**src/rtl/imem_loader_if.sv**
```systemverilog
// Byte-stream input and instruction-memory write port of the boot loader.
// A byte transfers on a rising edge where in_valid && in_ready; in_valid may drop at any time.
interface imem_loader_if #(
    parameter int ADDR_W = 8
);
    logic [7:0]        in_data;
    logic              in_valid;
    logic              in_ready;
    logic              mem_we;
    logic [ADDR_W-1:0] mem_addr;
    logic [31:0]       mem_wdata;

    // master: byte source that also observes the memory writes; slave: the loader
    modport master (output in_data, in_valid, input in_ready, mem_we, mem_addr, mem_wdata);
    modport slave  (input in_data, in_valid, output in_ready, mem_we, mem_addr, mem_wdata);
endinterface

```
**src/rtl/imem_loader.sv**
```systemverilog
// Boot loader: parses a 16-bit word-count header, assembles little-endian words and
// writes them to consecutive instruction-memory addresses, holding the CPU in reset meanwhile.
module imem_loader #(
    parameter int ADDR_W = 8
) (
    input  logic           clk,
    input  logic           rst,
    imem_loader_if.slave   bus,
    output logic           cpu_rst,
    output logic           done,
    output logic           err,
    output logic [2:0]     fsm_state
);
    typedef enum logic [2:0] {
        HDR_LO = 3'd0,
        HDR_HI = 3'd1,
        DATA   = 3'd2,
        FLUSH  = 3'd3,
        DONE   = 3'd4,
        ERROR  = 3'd5
    } state_t;

    localparam logic [16:0] CAPACITY = 17'(1) << ADDR_W;

    state_t            state, state_next;
    logic [15:0]       n_reg;
    logic [1:0]        byte_idx;
    logic [ADDR_W:0]   word_idx;
    logic [23:0]       asm_reg;
    logic              mem_we_r;
    logic [ADDR_W-1:0] mem_addr_r;
    logic [31:0]       mem_wdata_r;
    logic              accept, hdr_zero, hdr_over, last_word;

    assign accept    = bus.in_valid && bus.in_ready;
    assign hdr_zero  = {bus.in_data, n_reg[7:0]} == 16'd0;
    assign hdr_over  = {1'b0, bus.in_data, n_reg[7:0]} > CAPACITY;
    // word_idx is one bit wider than the address so a full-capacity load is countable
    assign last_word = (17'(word_idx) + 17'd1) == {1'b0, n_reg};

    assign bus.mem_we    = mem_we_r;
    assign bus.mem_addr  = mem_addr_r;
    assign bus.mem_wdata = mem_wdata_r;
    assign fsm_state     = state;

    always_ff @(posedge clk) begin
        if (rst) state <= HDR_LO;
        else     state <= state_next;
    end

    always_comb begin
        state_next = state;
        case (state)
            HDR_LO: if (accept) state_next = HDR_HI;
            HDR_HI: begin
                if (accept) begin
                    if (hdr_zero)      state_next = DONE;
                    else if (hdr_over) state_next = ERROR;
                    else               state_next = DATA;
                end
            end
            DATA:    if (accept && byte_idx == 2'd3 && last_word) state_next = FLUSH;
            FLUSH:   state_next = DONE;
            DONE:    state_next = DONE;
            ERROR:   state_next = ERROR;
            default: state_next = HDR_LO;
        endcase
    end

    always_comb begin
        bus.in_ready = 1'b0;
        cpu_rst      = 1'b1;
        done         = 1'b0;
        err          = 1'b0;
        case (state)
            HDR_LO, HDR_HI, DATA: bus.in_ready = !rst;
            DONE: begin
                cpu_rst = 1'b0;
                done    = 1'b1;
            end
            ERROR:   err = 1'b1;
            default: ;
        endcase
    end

    always_ff @(posedge clk) begin
        if (rst) begin
            n_reg       <= '0;
            byte_idx    <= '0;
            word_idx    <= '0;
            asm_reg     <= '0;
            mem_we_r    <= 1'b0;
            mem_addr_r  <= '0;
            mem_wdata_r <= '0;
        end else begin
            mem_we_r <= 1'b0;
            if (accept) begin
                case (state)
                    HDR_LO: n_reg[7:0] <= bus.in_data;
                    HDR_HI: begin
                        n_reg[15:8] <= bus.in_data;
                        byte_idx    <= '0;
                        word_idx    <= '0;
                    end
                    DATA: begin
                        byte_idx <= byte_idx + 2'd1;
                        case (byte_idx)
                            2'd0: asm_reg[7:0]   <= bus.in_data;
                            2'd1: asm_reg[15:8]  <= bus.in_data;
                            2'd2: asm_reg[23:16] <= bus.in_data;
                            default: begin
                                mem_we_r    <= 1'b1;
                                mem_addr_r  <= word_idx[ADDR_W-1:0];
                                mem_wdata_r <= {bus.in_data, asm_reg};
                                word_idx    <= word_idx + 1'b1;
                            end
                        endcase
                    end
                    default: ;
                endcase
            end
        end
    end
endmodule

```
**src/flat_wrapper.sv**
```systemverilog
// flat-port wrapper written by rule: the top's interface ports become plain ports
module imem_loader_flat 
#(
    parameter int ADDR_W = 8
)
  (clk, rst, cpu_rst, done, err, fsm_state, bus_in_data, bus_in_valid, bus_in_ready, bus_mem_we, bus_mem_addr, bus_mem_wdata);
  imem_loader_if #(.ADDR_W(ADDR_W)) bus_i ();
  input  logic clk;
  input  logic rst;
  output logic cpu_rst;
  output logic done;
  output logic err;
  output logic [2:0] fsm_state;
  input wire logic [$bits(bus_i.in_data)-1:0] bus_in_data;
  input wire logic [$bits(bus_i.in_valid)-1:0] bus_in_valid;
  output wire logic [$bits(bus_i.in_ready)-1:0] bus_in_ready;
  output wire logic [$bits(bus_i.mem_we)-1:0] bus_mem_we;
  output wire logic [$bits(bus_i.mem_addr)-1:0] bus_mem_addr;
  output wire logic [$bits(bus_i.mem_wdata)-1:0] bus_mem_wdata;
  assign bus_i.in_data = bus_in_data;
  assign bus_i.in_valid = bus_in_valid;
  assign bus_in_ready = bus_i.in_ready;
  assign bus_mem_we = bus_i.mem_we;
  assign bus_mem_addr = bus_i.mem_addr;
  assign bus_mem_wdata = bus_i.mem_wdata;
  imem_loader #(.ADDR_W(ADDR_W)) u_core (.clk(clk), .rst(rst), .bus(bus_i), .cpu_rst(cpu_rst), .done(done), .err(err), .fsm_state(fsm_state));
endmodule
```
**config.mk**
```make
export PLATFORM = sky130hd
export DESIGN_NAME = imem_loader_flat
export DESIGN_NICKNAME = d
export VERILOG_FILES = /design/src/rtl/imem_loader_if.sv /design/src/rtl/imem_loader.sv /design/src/flat_wrapper.sv
export SDC_FILE = /design/constraint.sdc
export NUM_CORES = 1
export LEC_CHECK = 0
export BUFFER_PORTS_ARGS = -buffer_cell sky130_fd_sc_hd__buf_2
export CAP_MARGIN = 20
export CORE_MARGIN = 2
export CORE_UTILIZATION = 40
export DETAILED_ROUTE_END_ITERATION = 6
export PLACE_DENSITY = 0.7
export SLEW_MARGIN = 20
export SYNTH_ARGS = -nofsm -noshare
export SYNTH_HDL_FRONTEND = slang
export SYNTH_SLANG_ARGS = --single-unit
```
**constraint.sdc**
```tcl
create_clock -name clk -period 2.7 [get_ports clk]
set_input_delay 0.54 -clock clk [delete_from_list [all_inputs] [get_ports clk]]
set_output_delay 0.54 -clock clk [all_outputs]
set_load 0.1 [all_outputs]
```
After elaboration in Yosys (flattened, before gate mapping)
Cells that the tools add are included.
{"block": "classes", "addsub": 3, "mul": 0, "div_mod_pow": 0, "n_lt_le_gt_ge": 1, "n_eq_ne": 13, "shift": 0, "n_mux": 14, "bitwise_logic": 3, "reduce_logical": 21}
{"cell": "$pmux W9 S2", "n": 1}
{"cell": "$reduce_and A3 Y1", "n": 6}
{"cell": "$eq A17 B16 Y1", "n": 1}
{"cell": "$gt A16 B9 Y1 const B", "n": 1}
{"cell": "$logic_not A16 Y1", "n": 1}
{"cell": "$mux W3", "n": 5}
{"cell": "$pmux W3 S5", "n": 1}
{"cell": "$add A9 B1 Y10 const B", "n": 1}
{"cell": "$add A9 B1 Y9 const B", "n": 1}
{"cell": "$mux W9", "n": 1}
{"cell": "$reduce_or A3 Y1", "n": 3}
{"cell": "$eq A3 B2 Y1 const B", "n": 2}
{"cell": "$eq A3 B3 Y1 const B", "n": 2}
{"cell": "$ne A2 B1 Y1 const B", "n": 3}
{"cell": "$reduce_and A2 Y1", "n": 3}
{"cell": "$mux W1", "n": 5}
{"cell": "$eq A2 B2 Y1 const B", "n": 2}
{"cell": "$pmux W2 S2", "n": 1}
{"cell": "$eq A3 B1 Y1 const B", "n": 1}
{"cell": "$logic_and A1 B1 Y1", "n": 3}
{"cell": "$logic_not A3 Y1", "n": 1}
{"cell": "$not A1 Y1", "n": 3}
{"cell": "$add A2 B1 Y2 const B", "n": 1}
{"cell": "$eq A2 B1 Y1 const B", "n": 1}
{"cell": "5 further kinds", "n": 5}
{"block": "word_totals", "ff_bits": 95, "latch_bits": 0, "mem_bits_rw": 0, "mem_bits_ro": 0, "input_bits": 11, "output_inout_bits": 48, "elab_cells": 66, "n_memories": 0}

Depth between registers and ports, before layout
{"block": "depth", "ltp_word": 8, "mapped_depth": 8}

Least setup slack after synthesis
OpenSTA, ideal clock, no wires.
{"block": "synth_path", "kind": "register to output", "startpoint": "register u_core.state[1] (netlist: u_core.fsm_state[1])", "endpoint": "output bus_in_ready", "t_arrival_ns": 3.224, "setup_slack_ns": -1.064, "stages_incl_launch_ff": 3, "cell_sequence": "dfxtp_1 buf_2 a211oi_1"}
{"block": "synth_between", "elab_chain_len": 3, "elab_cells_between_ends": 5, "classes_between": "eq/ne (2); mux (1); reduce/logical (2)"}
{"item": "start, declared", "line_no": "imem_loader.sv:25", "source": "state_t state, state_next;"}
{"item": "start signal, assigned", "line_no": "imem_loader.sv:48", "source": "else state <= state_next;"}
{"item": "$eq A3 B1 Y1, or another cell as far along", "line_no": "imem_loader.sv:75", "source": "case (state)"}
{"item": "$reduce_or A3 Y1 (*)", "line_no": "imem_loader.sv:75"}
{"item": "$mux W1 (*)", "line_no": "imem_loader.sv:75"}
{"item": "end, declared", "line_no": "flat_wrapper.sv:16", "source": "output wire logic [$bits(bus_i.in_ready)-1:0] bus_in_ready;"}
Mark *: on every way between the ends. The rest lies on a longest branch, timed or not.

Final worst setup path
{"block": "layout_path", "startpoint": "register u_core.state[2] (netlist: u_core.fsm_state[2])", "endpoint": "output err"}
{"block": "layout_between", "elab_chain_len": 2}
{"item": "$eq A3 B3 Y1", "line_no": "imem_loader.sv:75"}
{"item": "$mux W1", "line_no": "imem_loader.sv:75"}
{"item": "end, declared", "line_no": "flat_wrapper.sv:12", "source": "output logic err;"}
Every way passes these cells.

==> results.yml <==
run_status:
  status: "finished clean"
worst_setup_path:
  crit_buf_inv: 1
  cp_data_arrival_time_ns: 1.64
  required_ns: 2.16
  worstRegToRegCells: 6
  crit_path_start_kind: "flip-flop"
  cp_cell_sequence: "nand2b_1 -> nor2_2 -> buf_2"
  worst-setup-path-type: "flip-flop to primary output"
  path_delay_family: "flip-flops"
  critical_path.slowest_cell: "dfxtp_1"
  cp-end-kind: "primary output"
  worstPathMaxFanout: 11
  regToRegStartpoint: "u_core.word_idx[0]$_SDFFE_PP0P_"
  max_stage_delay_ns: 0.58
  rr_endpoint: "u_core.fsm_state[0]$_SDFFE_PP0P_"
  r2r_slack_ns: 0.81
timing:
  max_freq_mhz: 459
  fin_crit_sh_pct: 80.7
  period_needed_ns: 2.18
  setup_viol: 0
  rsz0062_at_grt: "false"
  clock-skew-final_ns: 0.00925
  max_slew_margin_pct: 38.3
  timing.setup.tns_ns: 0
  hold_viol_final: 0
  worst_pin_slew_ns: 0.925
  finalMaxSlewViolations: 0
logic_synthesis:
  synth-seq-area-share_pct: 48.1
  yosys_warnings: 0
  synth_nets: 500
  netlist_area_sq_um: 3950
  synth_cell_types: 45
  ys.flop_type: "dfxtp_1"
  syn_avg_cell_area_sq_um: 8.19
  synth_seq_cells: 95
  synth_edf_count: 0
  async_flop_share_pct: 0
  synthCells: 483
global_routing:
  antenna_found_initial: 0
  grt_use_met1_pct: 22.6
  grt_use_total_pct: 17.5
  grt-busiest-layer: "met2"
  gr-total-overflow: 0
  grt_max_degree: 92
  grt_use_met3_pct: 5.11
  grt_pass1_wl_mm: 14.7
  grt_pass1_vias: 3077
  grt_use_met2_pct: 29.1
layout:
  final_core_util_pct: 47.0
  antenna_cells: 0
  layout.nets: 542
  area_growth_pct: 15.1
  final_area_sq_um: 4550
  layout-drive-gt1-share_pct: 18.1
  largest_reg_flops: 32
placement:
  hpwl_mm: 6.05
  port_buffers: 58
  globalplace.congestion: 0.814
  placed_cell_area_sq_um: 4310
clocking:
  hold_buffers: 0
  cts_buffer_depth: 2
  numCtsBuffers: 9
  clk_transition_reported_paths_ns: 0.08
  clock-sinks: 95
  cts_resized: 0
  cts_tree: "yes"
  h-tree-depth: 3
  post_cts_buffers: 0
  clkLatencyLatePin_ns: 0.36
  cts-root-buf: "clkbuf_8"
route:
  num_vias: 3399
  avgRoutedWirePerCell_um: 13.8
  drc: 0
  wirelength_mm: 9.14
  first_pass_iters: 4
  detail_route.iter0.violations: 190
  antenna_left: 0
  via_per_inst: 5.13
flow_run:
  maxCapViolations: 0
floorplan:
  core_area_sq_um: 9680
  die_w_um: 103
  initial_core_util_pct: 40.8
  die_h_um: 103
  rows: 36
  pin_count: 59
  die-area_sq_um: 10700
power:
  peakVddDrop_mv: 0.365
  powerDensity_nw_per_um2: 609
  p_leak_nw: 1.81
hold_path:
  min-delay-start: "u_core.bus.mem_wdata[7]$_SDFFE_PP0P_"
  min_to: "u_core.bus.mem_wdata[7]$_SDFFE_PP0P_"
  holdPathStages: 2
  hold_class: "flip-flop to flip-flop"
-- how the worst max path moves through the flow --
stage                                      from                               to  slack [ns]  cells past startpoint
5_1_grt        u_core.fsm_state[2]$_SDFFE_PP0P_                              err        0.41                      3
3_5_place_dp                                rst  u_core.word_idx[5]$_SDFFE_PP0P_        0.67                      6
4_1_cts        u_core.fsm_state[2]$_SDFFE_PP0P_                              err        0.52                      3
2_1_floorplan  u_core.fsm_state[2]$_SDFFE_PP0P_                     bus_in_ready       -0.05                      2
3_3_place_gp                                rst  u_core.word_idx[7]$_SDFFE_PP0P_        0.72                      6
6_report       u_core.fsm_state[2]$_SDFFE_PP0P_                              err        0.52                      3
-- area by class of cell --
| cell class | instances | area, sq um |
|---|---|---|
| fillers | 953 | 5130 |
| flip-flops and latches | 95 | 1900 |
| multi-input cells | 348 | 1870 |
| repair buffers | 64 | 335 |
| well taps | 133 | 166 |
| clock buffers | 12 | 165 |
| clock inverters | 4 | 76.3 |
| inverters | 7 | 30.0 |
-- layout by cell type (no fill, tap or decap), types with 7 or more instances in the layout --
cell type	netlist	routed
nor4_1	9	9
buf_2	10	58
a21oi_1	75	75
nor2_1	30	29
dfxtp_1	95	93
nand3_1	31	31
o21ai_1	7	7
mux2i_1	17	17
clkbuf_8	0	12
nand2_1	110	109
-- metrics by stage --
| step | hold WS, ns | cells | worst slack, ns | total power, mW |
|---|---|---|---|---|
| after floorplan | 0.432 | 483 | -0.0466 | 1.66 |
| after global placement | 0.439 | 647 | 0.720 | 1.71 |
| after detailed placement | 0.445 | 647 | 0.672 | 1.72 |
| after CTS | 0.441 | 663 | 0.516 | 2.79 |
| after global routing | 0.450 | 663 | 0.414 | 2.87 |
| final | 0.453 | 663 | 0.520 | 2.77 |
-- metal layers --
metal  vias up  routed length, um  share of wire, %
met5         -                  0                 0
met4         0                 59              0.65
met3         4                486               5.3
met2        75               4450                49
met1      1607               4140                45
li1       1713                  -                 -
-- kinds of logic after synthesis --
group | synth area share (%)
AOI/OAI and AO/OA | 12.5
DFF | 48.1
xor gates and xnor gates | 2.66
adders and majority gates | 1.90
buffers and inverters | 4.78
and+or+nand+nor | 25.8
muxes | 4.30
-- cell usage after synthesis, types with 2 or more instances --
cell / number / share of area, %
xor2_1: 6 / 1.3
a211oi_1: 2 / 0.38
nor3_1: 5 / 0.63
buf_2: 10 / 1.3
nand4_1: 2 / 0.32
and2_1: 6 / 0.95
clkbuf_1: 18 / 1.7
inv_2: 2 / 0.19
and3_1: 2 / 0.32
ha_1: 6 / 1.9
dfxtp_1: 95 / 48
o21ai_0: 3 / 0.38
nand4b_1: 2 / 0.44
nor2_1: 30 / 2.8
nand2_1: 110 / 10
mux2i_1: 17 / 4.3
buf_4: 3 / 0.57
xnor2_1: 6 / 1.3
nor4_1: 9 / 1.4
a21oi_1: 75 / 9.5
or3_1: 6 / 0.95
o21ai_1: 7 / 0.89
nand3_1: 31 / 3.9
buf_6: 2 / 0.57
inv_1: 5 / 0.47
nand2b_1: 4 / 0.63
-- where the power goes --
group / switching (mW) / total (mW) / leakage, nW / internal [mW]
Combinational: 0.181 / 0.243 / 0.923 / 0.0627
Sequential: 0.0247 / 1.44 / 0.767 / 1.42
Clock: 0.484 / 1.08 / 0.119 / 0.599
Total: 0.689 / 2.77 / 1.81 / 2.08
-- worst reg2reg max path: cells and delay by family (launching register included) --
family | cells | cell delay [ns]
xor gates and xnor gates | 1 | 0.18
AOI/OAI and AO/OA | 1 | 0.18
and+or+nand+nor | 3 | 0.68
DFF | 1 | 0.47
adders and majority gates | 1 | 0.32
(Power assumes the default switching activity.)
